File: src/rtl/cheri_pkg.sv
// Shared CHERI pipeline types.
// mc_state_e is the state of the multicycle sequencer in the CHERI EX stage.
package cheri_pkg;

    typedef enum logic [2:0] {
        IDLE     = 3'd0,
        SBND2    = 3'd1,
        LBC_DATA = 3'd2,
        REV_REQ  = 3'd3,
        REV_WAIT = 3'd4,
        LBC_WB   = 3'd5
    } mc_state_e;

endpackage

File: src/rtl/cheri_mc_seq.sv
// Multicycle sequencer for CHERI EX: two-cycle bounds ops and tag-safe capability loads
// that consult the revocation bitmap before writing back the loaded capability.
module cheri_mc_seq
    import cheri_pkg::*;
#(
    parameter bit          CheriPPLBC = 1'b1,
    parameter bit          CheriSBND2 = 1'b0,
    parameter int unsigned RevTimeout = 16
) (
    input  logic        clk_i,
    input  logic        rst_ni,
    input  logic        op_valid_i,
    input  logic        mc_i,
    input  logic        op_is_lbc_i,
    input  logic        op_is_sbnd_i,
    input  logic        kill_i,
    input  logic        lsu_done_i,
    input  logic        lsu_err_i,
    input  logic        lsu_cap_tag_i,
    input  logic [31:0] lsu_cap_base_i,
    output logic        rev_req_o,
    output logic [31:0] rev_addr_o,
    input  logic        rev_gnt_i,
    input  logic        rev_rvalid_i,
    input  logic        rev_bit_i,
    output logic        stall_o,
    output logic        stage_o,
    output logic        wb_valid_o,
    output logic        wb_clr_tag_o,
    output logic        err_o,
    output logic        busy_o
);

    localparam int unsigned    CntW    = $clog2(RevTimeout);
    localparam logic [CntW-1:0] CntLast = CntW'(RevTimeout - 2);
    localparam logic [CntW-1:0] CntMax  = {CntW{1'b1}};

    mc_state_e       state_q, state_d;
    logic [31:0]     rev_addr_q, rev_addr_d;
    logic            clr_q, clr_d;
    logic [CntW-1:0] cnt_q, cnt_d;
    logic            start_sbnd, start_lbc;

    // Qualified by rst_ni so the combinational IDLE stall is also 0 while in reset.
    assign start_sbnd = op_valid_i & mc_i & op_is_sbnd_i & CheriSBND2 & ~kill_i & rst_ni;
    assign start_lbc  = op_valid_i & mc_i & op_is_lbc_i & ~CheriPPLBC & ~kill_i & rst_ni;

    assign rev_addr_o = rev_addr_q;
    assign busy_o     = (state_q != IDLE);

    always_ff @(posedge clk_i or negedge rst_ni) begin
        if (!rst_ni) begin
            state_q    <= IDLE;
            rev_addr_q <= '0;
            clr_q      <= 1'b0;
            cnt_q      <= '0;
        end else begin
            state_q    <= state_d;
            rev_addr_q <= rev_addr_d;
            clr_q      <= clr_d;
            cnt_q      <= cnt_d;
        end
    end

    always_comb begin
        state_d      = state_q;
        rev_addr_d   = rev_addr_q;
        clr_d        = clr_q;
        cnt_d        = cnt_q;
        stall_o      = 1'b0;
        stage_o      = 1'b0;
        wb_valid_o   = 1'b0;
        wb_clr_tag_o = 1'b0;
        err_o        = 1'b0;
        rev_req_o    = 1'b0;

        unique case (state_q)
            IDLE: begin
                if (start_lbc) begin
                    stall_o = 1'b1;
                    state_d = LBC_DATA;
                end else if (start_sbnd) begin
                    stall_o = 1'b1;
                    state_d = SBND2;
                end
            end
            SBND2: begin
                stage_o = 1'b1;
                state_d = IDLE;
            end
            LBC_DATA: begin
                stall_o = 1'b1;
                if (lsu_done_i) begin
                    if (lsu_err_i) begin
                        err_o   = 1'b1;
                        state_d = IDLE;
                    end else if (!lsu_cap_tag_i) begin
                        clr_d   = 1'b0;
                        state_d = LBC_WB;
                    end else begin
                        rev_addr_d = lsu_cap_base_i;
                        state_d    = REV_REQ;
                    end
                end
            end
            REV_REQ: begin
                stall_o   = 1'b1;
                rev_req_o = 1'b1;
                if (rev_gnt_i) begin
                    cnt_d   = '0;
                    state_d = REV_WAIT;
                end
            end
            REV_WAIT: begin
                stall_o = 1'b1;
                cnt_d   = (cnt_q == CntMax) ? cnt_q : cnt_q + CntW'(1);
                // A missing bitmap answer is treated as revoked.
                if (rev_rvalid_i) begin
                    clr_d   = rev_bit_i;
                    state_d = LBC_WB;
                end else if (cnt_q == CntLast) begin
                    clr_d   = 1'b1;
                    state_d = LBC_WB;
                end
            end
            LBC_WB: begin
                wb_valid_o   = 1'b1;
                wb_clr_tag_o = clr_q;
                state_d      = IDLE;
            end
            default: state_d = IDLE;
        endcase

        if (kill_i) begin
            state_d    = IDLE;
            wb_valid_o = 1'b0;
            err_o      = 1'b0;
        end
    end

endmodule

File: config.mk
export PLATFORM = sky130hd
export DESIGN_NAME = cheri_mc_seq
export DESIGN_NICKNAME = d
export VERILOG_FILES = /design/src/rtl/cheri_pkg.sv /design/src/rtl/cheri_mc_seq.sv
export SDC_FILE = /design/constraint.sdc
export NUM_CORES = 1
export LEC_CHECK = 0
export ABC_AREA = 1
export CAP_MARGIN = 20
export CORE_ASPECT_RATIO = 2
export CORE_MARGIN = 2
export CORE_UTILIZATION = 44
export CTS_CLUSTER_DIAMETER = 80
export DETAILED_ROUTE_END_ITERATION = 6
export PLACE_DENSITY = 0.81
export SYNTH_ARGS = -nofsm -noshare
export SYNTH_HDL_FRONTEND = slang
export SYNTH_SLANG_ARGS = --single-unit
File: constraint.sdc
create_clock -name clk_i -period 3.22 [get_ports clk_i]
set_input_delay 0.322 -clock clk_i [delete_from_list [all_inputs] [get_ports clk_i]]
set_output_delay 0.322 -clock clk_i [all_outputs]
set_load 0.02 [all_outputs]
[Word-level counts from Yosys, hierarchy flattened]
Cells that the tools add are included.
Storage, ports and cells
  memories: 0
  bits in registers: 40
  latch bits: 0
  ROM bits: 0
  memory bits (writable): 0
  word-level logic and storage cells: 59
Cells by class
  div/mod/pow operators: 0
  multiplexer cells: 27
  equality and inequality tests: 17
  multipliers: 0
  $add $sub $neg: 1
  order comparisons: 0
  reduce and logical (&&, ||, !) cells: 9
  shifts and indexed selects: 0
  bitwise operators: 1
Operators with widths (count)
  $mux 3: 7
  $mux 1: 15
  $ne 2x2->1 const B: 6
  $pmux 3 s4: 1
  $ne 3x3->1 const B: 3
  $eq 4x4->1 const B: 2
  $mux 4: 2
  $pmux 4 s2: 1
  $reduce_and 4->1: 2
  $eq 3x2->1 const B: 2
  $eq 3x3->1 const B: 2
  $reduce_and 5->1: 1
  $add 4x1->4 const B: 1
  $ne 4x4->1 const B: 1
  $reduce_bool 2->1: 2
  $eq 3x1->1 const B: 1
  $logic_not 3->1: 1
  $reduce_and 3->1: 1
  $reduce_bool 3->1: 1
  $reduce_or 3->1: 1
  $pmux 1 s2: 1
  $not 1->1: 1

[Longest topological paths before layout]
Gate-level depths: netlist of the first run.
  word-level depth: 5
  gate-level depth with buffers: 8
  mapped depth without buffers: 8

[Least setup slack after synthesis of the first run]
No wires, ideal clock.
  kind: reg2out
  from: register state_q[2]
  to: output port err_o
  arrival time: 1.094 ns
  stages on the path, launching flop included: 6
  setup slack: 1.804 ns
  path through: dfrtp_1 > inv_2 > nand2_2 > nor2_4 > nand3_1 > nor2_1
On the way
  cells in the longest elaborated chain, start to end: 3
Ends and longest elaborated chain
  start: declaration: line cheri_mc_seq.sv:38  | mc_state_e state_q, state_d;
  start signal: assignment: line cheri_mc_seq.sv:58  | state_q <= state_d;
  $eq 3x2->1: line cheri_mc_seq.sv:77  | unique case (state_q)
  $mux 1: line cheri_mc_seq.sv:77
  $mux 1: line cheri_mc_seq.sv:134  | if (kill_i) begin
  end: declaration: line cheri_mc_seq.sv:30  | output logic err_o,
No other way between the ends.

[Worst setup path in the final report of the first run]
Same ends and word-level chain as after synthesis.

==> results of run 1 <==
how the worst max path moves through the flow:
stage | to | slack, ns | cells after the start
CTS | err_o | 0.98 | 6
global route | err_o | 0.88 | 6
global placement | err_o | 1.22 | 4
detailed placement | err_o | 1.20 | 4
finish | err_o | 1.0 | 6
floorplan | err_o | 1.80 | 5
sequential cells by signal (all words and copies together), names as in the netlist:
name / cells
cnt_q: 4
rev_addr_o: 32
state_q: 3
clr_q: 1
cell type report:
| cell class | count | area (sq um) | area share, % |
|---|---|---|---|
| Clock buffer | 6 | 72.57 | 2.607 |
| Clock inverter | 2 | 35.03 | 1.258 |
| Inverter | 41 | 153.9 | 5.528 |
| Multi-Input combinational cell | 134 | 663.1 | 23.82 |
| Sequential cell | 40 | 1001 | 35.96 |
| Tap cell | 52 | 65.06 | 2.337 |
| Timing Repair Buffer | 80 | 793.3 | 28.49 |
cell usage in the layout, fill, tap and decap left out:
master | netlist | layout
sky130_fd_sc_hd__clkbuf_8 | 0 | 5
sky130_fd_sc_hd__o21ai_2 | 10 | 10
sky130_fd_sc_hd__xnor2_1 | 1 | 1
sky130_fd_sc_hd__o21ai_1 | 13 | 13
sky130_fd_sc_hd__nand3b_1 | 1 | 1
sky130_fd_sc_hd__nor3_1 | 2 | 2
sky130_fd_sc_hd__inv_1 | 40 | 40
sky130_fd_sc_hd__nor2_2 | 1 | 1
sky130_fd_sc_hd__buf_4 | 0 | 1
sky130_fd_sc_hd__nand4_1 | 1 | 1
sky130_fd_sc_hd__inv_2 | 1 | 1
sky130_fd_sc_hd__clkdlybuf4s50_1 | 0 | 78
sky130_fd_sc_hd__nor2_1 | 15 | 15
sky130_fd_sc_hd__nand4_2 | 1 | 1
sky130_fd_sc_hd__nand3_1 | 5 | 5
sky130_fd_sc_hd__nand2_2 | 1 | 1
sky130_fd_sc_hd__nand2_1 | 59 | 59
sky130_fd_sc_hd__clkinv_2 | 0 | 1
sky130_fd_sc_hd__xor2_1 | 1 | 1
sky130_fd_sc_hd__nor2_4 | 1 | 1
sky130_fd_sc_hd__buf_2 | 0 | 1
sky130_fd_sc_hd__ha_1 | 2 | 2
sky130_fd_sc_hd__a21oi_1 | 4 | 4
sky130_fd_sc_hd__o21ai_0 | 14 | 14
sky130_fd_sc_hd__o211ai_1 | 1 | 1
sky130_fd_sc_hd__bufinv_16 | 0 | 1
sky130_fd_sc_hd__dfrtp_1 | 40 | 40
sky130_fd_sc_hd__o21bai_1 | 1 | 1
sky130_fd_sc_hd__clkbuf_1 | 2 | 1
worst reg2reg max path, stage by stage, from the launching register on:
cell and delay, ns:
sky130_fd_sc_hd__dfrtp_1 0.45, sky130_fd_sc_hd__inv_2 0.12, sky130_fd_sc_hd__nand2_2 0.08, sky130_fd_sc_hd__nor2_4 0.16
sky130_fd_sc_hd__nand4_2 0.09, sky130_fd_sc_hd__buf_4 0.32, sky130_fd_sc_hd__nand2_1 0.17, sky130_fd_sc_hd__o21ai_0 0.09
where the power goes:
part | internal, mW | total (mW) | switching (mW)
Clock | 0.230 | 0.394 | 0.164
Sequential | 0.518 | 0.535 | 0.0164
Combinational | 0.0692 | 0.123 | 0.0534
cells by family (layout without fill, tap and decap cells):
| logic type | count (synthesis) | in the layout | synth area share [%] |
|---|---|---|---|
| and+or+nand+nor | 87 | 87 | 19.17 |
| buffers and inverters | 49 | 129 | 12.09 |
| AOI/OAI and AO/OA | 43 | 43 | 13.62 |
| DFF | 40 | 40 | 52.88 |
| adders and majority gates | 2 | 2 | 1.322 |
| xor gates and xnor gates | 2 | 2 | 0.9255 |
stage by stage:
| step | setup slack (ns) | power, mW | cells | hold WS (ns) | area [sq um] |
|---|---|---|---|---|---|
| after floorplan | 1.804 | 0.5903 | 223 | 0.02641 | 1893 |
| after global placement | 1.215 | 0.6611 | 347 | 0.4595 | 2676 |
| after detailed placement | 1.203 | 0.6671 | 347 | 0.4639 | 2676 |
| after CTS | 0.9805 | 1.067 | 355 | 0.1742 | 2784 |
| after global routing | 0.8842 | 1.108 | 355 | 0.2184 | 2784 |
| final | 0.9983 | 1.052 | 355 | 0.1439 | 2784 |
layer usage:
layer / GRT usage, % / routed length (microns)
met2: 34.51 / 2305
met1: 18.07 / 1430
met4: 8.316 / 93
met3: 3.549 / 241
met5: 0 / 0
==> key figures, run 1 <==
Run status
  • Status: complete, no violations

Clock tree
  • Maximum clock insertion buffer count: 2
  • Worst-path clk slew: 0.08 ns
  • TritonCTS Sinks: 40
  • Root Driver: sky130_fd_sc_hd__clkbuf_8
  • CTS buffer count: 5
  • Quantity of gates resized following cts: 0
  • Buffers inserted by post-CTS timing repair: 0
  • Number of H-tree levels: 2
  • CTS tree: built
  • Insertion delay of the later-clocked pin in the worst-skew pair: 0.28 ns
  • Hold-fix buffers, CTS: 0

Place
  • HPWL reported at the end of detailed placement: 3.002 mm
  • Total of buffers placed on input and output ports: 79
  • Final GP Congestion: 0.8080

Critical path
  • Kind of start point of the critical path: flip-flop
  • Ordered cell list for the critical path: inv_2 > nand2_2 > nor2_4 > nand3_1 > nor2_1 > clkdlybuf4s50_1
  • Crit Path Class: flip-flop to output pin
  • Source of the worst register-to-register timing path: state_q[2]$_DFFE_PN0P_
  • RR Endpoint: rev_addr_o[25]$_DFFE_PN0P_
  • Slowest CP cell: sky130_fd_sc_hd__clkdlybuf4s50_1
  • Worst r2r path cells: 7
  • Worst EP arrival: 1.90 ns
  • Buffer and inverter count on the worst path: 2
  • Worst setup EP type: output pin
  • Required time at the worst-slack endpoint: 2.90 ns
  • FF-to-FF setup slack: 1.59 ns
  • Crit-path max FO: 7
  • Crit path from: state_q[2]$_DFFE_PN0P_
  • Cell family with the largest share of critical-path delay: buffers and inverters
  • Delay of the slowest cell on the worst path: 0.61 ns

Timing
  • Fmax: 0.4501 GHz
  • Measured slew at the worst slew-check pin: 0.8634 ns
  • Clock skew after layout: 0.004649 ns
  • Number of hold violations in the final report: 0
  • Setup_tns: 0 ns
  • Ratio of final minimum period to clock period: 69.00%
  • RSZ-0062 raised after global routing: no
  • Worst slew margin relative to its limit: 42.44%
  • Min cycle time layout: 2.222 ns
  • Final Max Tran Viols: 0
  • Setup Viol. Count Final: 0

Run
  • Count of maximum capacitance violations: 0

Yosys
  • Fraction of post-synthesis cell area in the top cell type by area: 52.88%
  • Leading register cell type out of synthesis: sky130_fd_sc_hd__dfrtp_1
  • Top cells by area in the synthesized netlist: sky130_fd_sc_hd__dfrtp_1 53%, sky130_fd_sc_hd__nand2_1 12%, sky130_fd_sc_hd__inv_1 7.9%
  • Leading cell type by number of instances after synthesis: sky130_fd_sc_hd__nand2_1
  • Ys async rst share: 100.0%
  • Number of synthesized flops with an enable pin: 0
  • Post-synthesis sequential area ratio: 52.88%
  • Cell taking the most area after synthesis: sky130_fd_sc_hd__dfrtp_1
  • Netlist cell types: 24
  • Commonest cells in the netlist: 59 x sky130_fd_sc_hd__nand2_1, 40 x sky130_fd_sc_hd__dfrtp_1, 40 x sky130_fd_sc_hd__inv_1
  • Post-Synthesis Cell Area: 1893 sq um
  • Number of cells produced by synthesis: 223
  • Synth warnings: 0
  • Average footprint of a synthesized cell: 8.489 sq um
  • Post-synthesis sequential element count: 40
  • Post-Syn Nets: 270

Drt
  • Total wire length: 4.071 mm
  • DRC: 0
  • Initial DRT Pass Iterations: 4
  • Post-detailed-route via-to-cell ratio: 4.685
  • Remaining antenna violation count after routing: 0
  • Routed wirelength normalized by instance count: 11.47 microns
  • Total number of vias: 1663
  • Starting DRT DRC Count: 35

Layout
  • Layout cell share with drive strength beyond 1: 7.921%
  • Core occupancy in the finished layout: 67.42%
  • Layout net count: 349
  • Number of fill cells: 356
  • Signed area change from the synthesized netlist to the final layout: 47.06%
  • Number of inserted diodes: 0

GRT
  • Global-route total usage across every layer: 18.27%
  • Vias in the first global route: 1699
  • Wire length of the first global-routing pass: 7.079 mm
  • Antenna violations before repair: 0
  • Overflow left after global routing: 0
  • Largest net degree at the start of global routing: 66

Pwr
  • Leakage Power: 1.372 nW
  • VDD IR-drop max: 249.1 uV
  • Power per Cell Area: 377.7 nW/um^2

Die
  • Site Rows: 33
  • Initial core utilization: 45.85%
  • Y dimension of the die: 96.76 microns
  • Floorplan core area: 4129 sq um
  • Die area: 4875 sq um
  • Die extent in x: 50.38 microns
  • Top-level I/O count: 84

Min path
  • Path type of the worst min-delay path: input pin to asynchronous set/reset pin
(Power assumes the default switching activity.)
==> inputs of run 2 (changes only) <==
--- a/config.mk
+++ b/config.mk
@@ -9,10 +9,10 @@
 export CAP_MARGIN = 20
 export CORE_ASPECT_RATIO = 2
 export CORE_MARGIN = 2
-export CORE_UTILIZATION = 44
+export CORE_UTILIZATION = 42
 export CTS_CLUSTER_DIAMETER = 80
 export DETAILED_ROUTE_END_ITERATION = 6
-export PLACE_DENSITY = 0.81
+export PLACE_DENSITY = 0.77
 export SYNTH_ARGS = -nofsm -noshare
 export SYNTH_HDL_FRONTEND = slang
 export SYNTH_SLANG_ARGS = --single-unit
==> constraint.sdc (replaced) <==
create_clock -name clk_i -period 2.2 [get_ports clk_i]
set_input_delay 0.22 -clock clk_i [delete_from_list [all_inputs] [get_ports clk_i]]
set_output_delay 0.22 -clock clk_i [all_outputs]
set_load 0.02 [all_outputs]
==> run 2 against run 1 <==
Against the previous run: clock-buffer cell count did not move; routed wire length rose by 2.9%; flip-flop and latch count did not move; critical path depth fell by 2; sequential share of layout area fell by 0.18 points; die area rose by 4.5%; sequential power rose by 46%; power rose by 39%; first-iteration DRC count fell by 49%; final cell count rose by 1.1%; critical path type unchanged; non-clock buffer count rose by 2; utilization fell by 2.9 points.
==> key figures, run 2 (synthesis gave the netlist of run 1 again) <==
Run status
  • Status: complete, no violations

Die
  • Site Rows: 34 (+3.0%)
  • Floorplan core area: 4339 sq um (+5.1%)
  • Die extent in x: 51.47 microns (+2.2%)
  • Initial core utilization: 43.63% (-2.2 points)
  • Die area: 5093 sq um (+4.5%)
  • Y dimension of the die: 98.95 microns (+2.3%)
  • Top-level I/O count: 84 (unchanged)

Critical path
  • Delay of the slowest cell on the worst path: 0.60 ns (about the same)
  • Crit path from: state_q[0]$_DFFE_PN0P_
  • Slowest CP cell: sky130_fd_sc_hd__clkdlybuf4s50_1
  • Crit-path max FO: 7 (unchanged)
  • Kind of start point of the critical path: flip-flop
  • Cell repeated most along the worst path: sky130_fd_sc_hd__nand2_1
  • RR Endpoint: rev_addr_o[25]$_DFFE_PN0P_
  • Ordered cell list for the critical path: nor2_2 > nand2_1 > nand2_1 > clkdlybuf4s50_1
  • Crit Path Class: flip-flop to output pin
  • Source of the worst register-to-register timing path: state_q[2]$_DFFE_PN0P_
  • FF-to-FF setup slack: 0.65 ns (-0.94 ns)
  • Worst setup EP type: output pin
  • Worst r2r path cells: 7 (unchanged)
  • Required time at the worst-slack endpoint: 1.98 ns (-0.92 ns)
  • Worst EP arrival: 1.85 ns (-0.05 ns)

Place
  • Post-Place Cells: 351 (+1.2%)
  • Area after detailed placement: 2703 sq um (+0.98%)
  • Worst Setup Slack post-DPL: 0.3650 ns (-0.8379 ns)
  • Total of buffers placed on input and output ports: 79 (unchanged)
  • HPWL reported at the end of detailed placement: 3.238 mm (+7.8%)
  • Final GP Congestion: 0.8303 (+2.8%)

Min path
  • Path type of the worst min-delay path: input pin to asynchronous set/reset pin

Timing
  • Worst setup slack after layout: 0.1260 ns (-0.8724 ns)
  • Min cycle time layout: 2.074 ns
  • Fmax: 0.4822 GHz
  • Setup Viol. Count Final: 0 (unchanged)
  • Ratio of final minimum period to clock period: 94.27%
  • Number of hold violations in the final report: 0 (unchanged)
  • Setup_tns: 0 ns (unchanged)
  • Worst slew margin relative to its limit: 42.27% (-0.17 points)
  • Clock skew after layout: 0.007321 ns (+0.002673 ns)
  • RSZ-0062 raised after global routing: no
  • Final Max Tran Viols: 0 (unchanged)
  • Measured slew at the worst slew-check pin: 0.8659 ns (+0.002544 ns)
  • Worst Hold Margin: 0.03329 ns (-0.1106 ns)

Layout
  • Leading cell types in the layout, fill and taps excluded: 77 x sky130_fd_sc_hd__clkdlybuf4s50_1, 59 x sky130_fd_sc_hd__nand2_1, 40 x sky130_fd_sc_hd__inv_1, 40 x sky130_fd_sc_hd__dfrtp_1, 15 x sky130_fd_sc_hd__nor2_1
  • Area occupied by multi-input gates: 671.9 sq um (+1.3%)
  • Post-route cell area: 2798 sq um (+0.49%)
  • Signed area change from the synthesized netlist to the final layout: 47.79%
  • Layout net count: 351 (+0.57%)
  • Layout cell share with drive strength beyond 1: 8.852% (+0.93 points)
  • Post-layout instance count excluding filler cells: 359 (+1.1%)
  • Commonest non-fill, non-tap cell in the layout: sky130_fd_sc_hd__clkdlybuf4s50_1
  • Core occupancy in the finished layout: 64.48% (-2.9 points)
  • Number of fill cells: 411 (+15%)
  • Flip-flop count of the largest register after layout: 32 (unchanged)
  • Register area: 1001 sq um (unchanged)
  • Number of inserted diodes: 0 (unchanged)

Clock tree
  • Root Driver: sky130_fd_sc_hd__clkbuf_8
  • TritonCTS Sinks: 40 (unchanged)
  • Quantity of gates resized following cts: 0 (unchanged)
  • Number of H-tree levels: 2 (unchanged)
  • Insertion delay of the later-clocked pin in the worst-skew pair: 0.29 ns (about the same)
  • Buffers inserted by post-CTS timing repair: 0 (unchanged)
  • CTS tree: built
  • CTS buffer count: 5 (unchanged)
  • Hold-fix buffers, CTS: 0 (unchanged)
  • Worst-path clk slew: 0.08 ns (about the same)
  • Maximum clock insertion buffer count: 2 (unchanged)

Drt
  • Post-detailed-route via-to-cell ratio: 4.521 (-3.5%)
  • Max Used Layer: met4
  • Sum of routed wire segments on met1: 1.450 mm (+1.4%)
  • Total number of vias: 1623 (-2.4%)
  • Total wire length: 4.189 mm (+2.9%)
  • Remaining antenna violation count after routing: 0 (unchanged)
  • Met2 wire length: 2.325 mm (+0.87%)
  • DRC: 0 (unchanged)
  • Starting DRT DRC Count: 18 (-49%)
  • Met3 routed wirelength: 279 microns (+16%)
  • Initial DRT Pass Iterations: 4 (unchanged)
  • Routed wirelength normalized by instance count: 11.67 microns (+1.8%)

Pwr
  • VDD IR-drop max: 456.8 uV (+83%)
  • Power per Cell Area: 522.6 nW/um^2 (+38%)
  • Leakage Power: 1.397 nW (+1.8%)
  • Sum of internal, switching and leakage power: 1.462 mW (+39%)

GRT
  • Wire length of the first global-routing pass: 6.900 mm (-2.5%)
  • Vias in the first global route: 1633 (-3.9%)
  • Antenna violations before repair: 0 (unchanged)
  • Largest net degree at the start of global routing: 43 (-35%)
  • Global-route total usage across every layer: 17.98% (-0.28 points)
  • Overflow left after global routing: 0 (unchanged)

Run
  • Count of maximum capacitance violations: 0 (unchanged)
## run 2: changes by cell type in the layout (fill, tap and decap cells not counted), sizes merged
cell / previous run / this run
buf: 2 / 4
clkinv: 1 / 2
clkdlybuf4s50: 78 / 77
dlymetal6s2s: 0 / 1
bufinv: 1 / 0
## run 2: worst max-delay path by stage
stage                                   to  cells after the start  slack (ns)
floorplan           state_q[2]$_DFFE_PN0P_                      7        0.85
global placement                     err_o                      4        0.38
detailed placement                   err_o                      6        0.36
CTS                                  err_o                      6        0.03
global route                       stall_o                      4        0.04
finish                             stall_o                      4        0.13
## run 2: critical path: cells and delay by family (launching register included)
| family | cells | cell delay [ns] |
|---|---|---|
| buffers and inverters | 1 | 0.60 |
| AND/OR/NAND/NOR | 3 | 0.52 |
| flip-flops | 1 | 0.44 |
## run 2: final cells by class
cell class,instances,share of cell area [%]
multi-input cells,134,24.02
clock buffers,6,2.952
repair buffers,82,28.98
clock inverters,2,0.3578
inverters,41,5.501
flip-flops and latches,40,35.78
well taps,54,2.415
## run 2: routing by layer
layer	up-vias	global-route usage [%]
met4	0	10.53
met5	-	0
met1	711	16.50
met3	11	5.000
met2	53	33.14
li1	848	-
## run 2: where the power goes
part           internal, mW  switching (mW)
sequential            0.759          0.0231
clock                 0.250           0.250
combinational         0.102          0.0782
total                  1.11           0.351
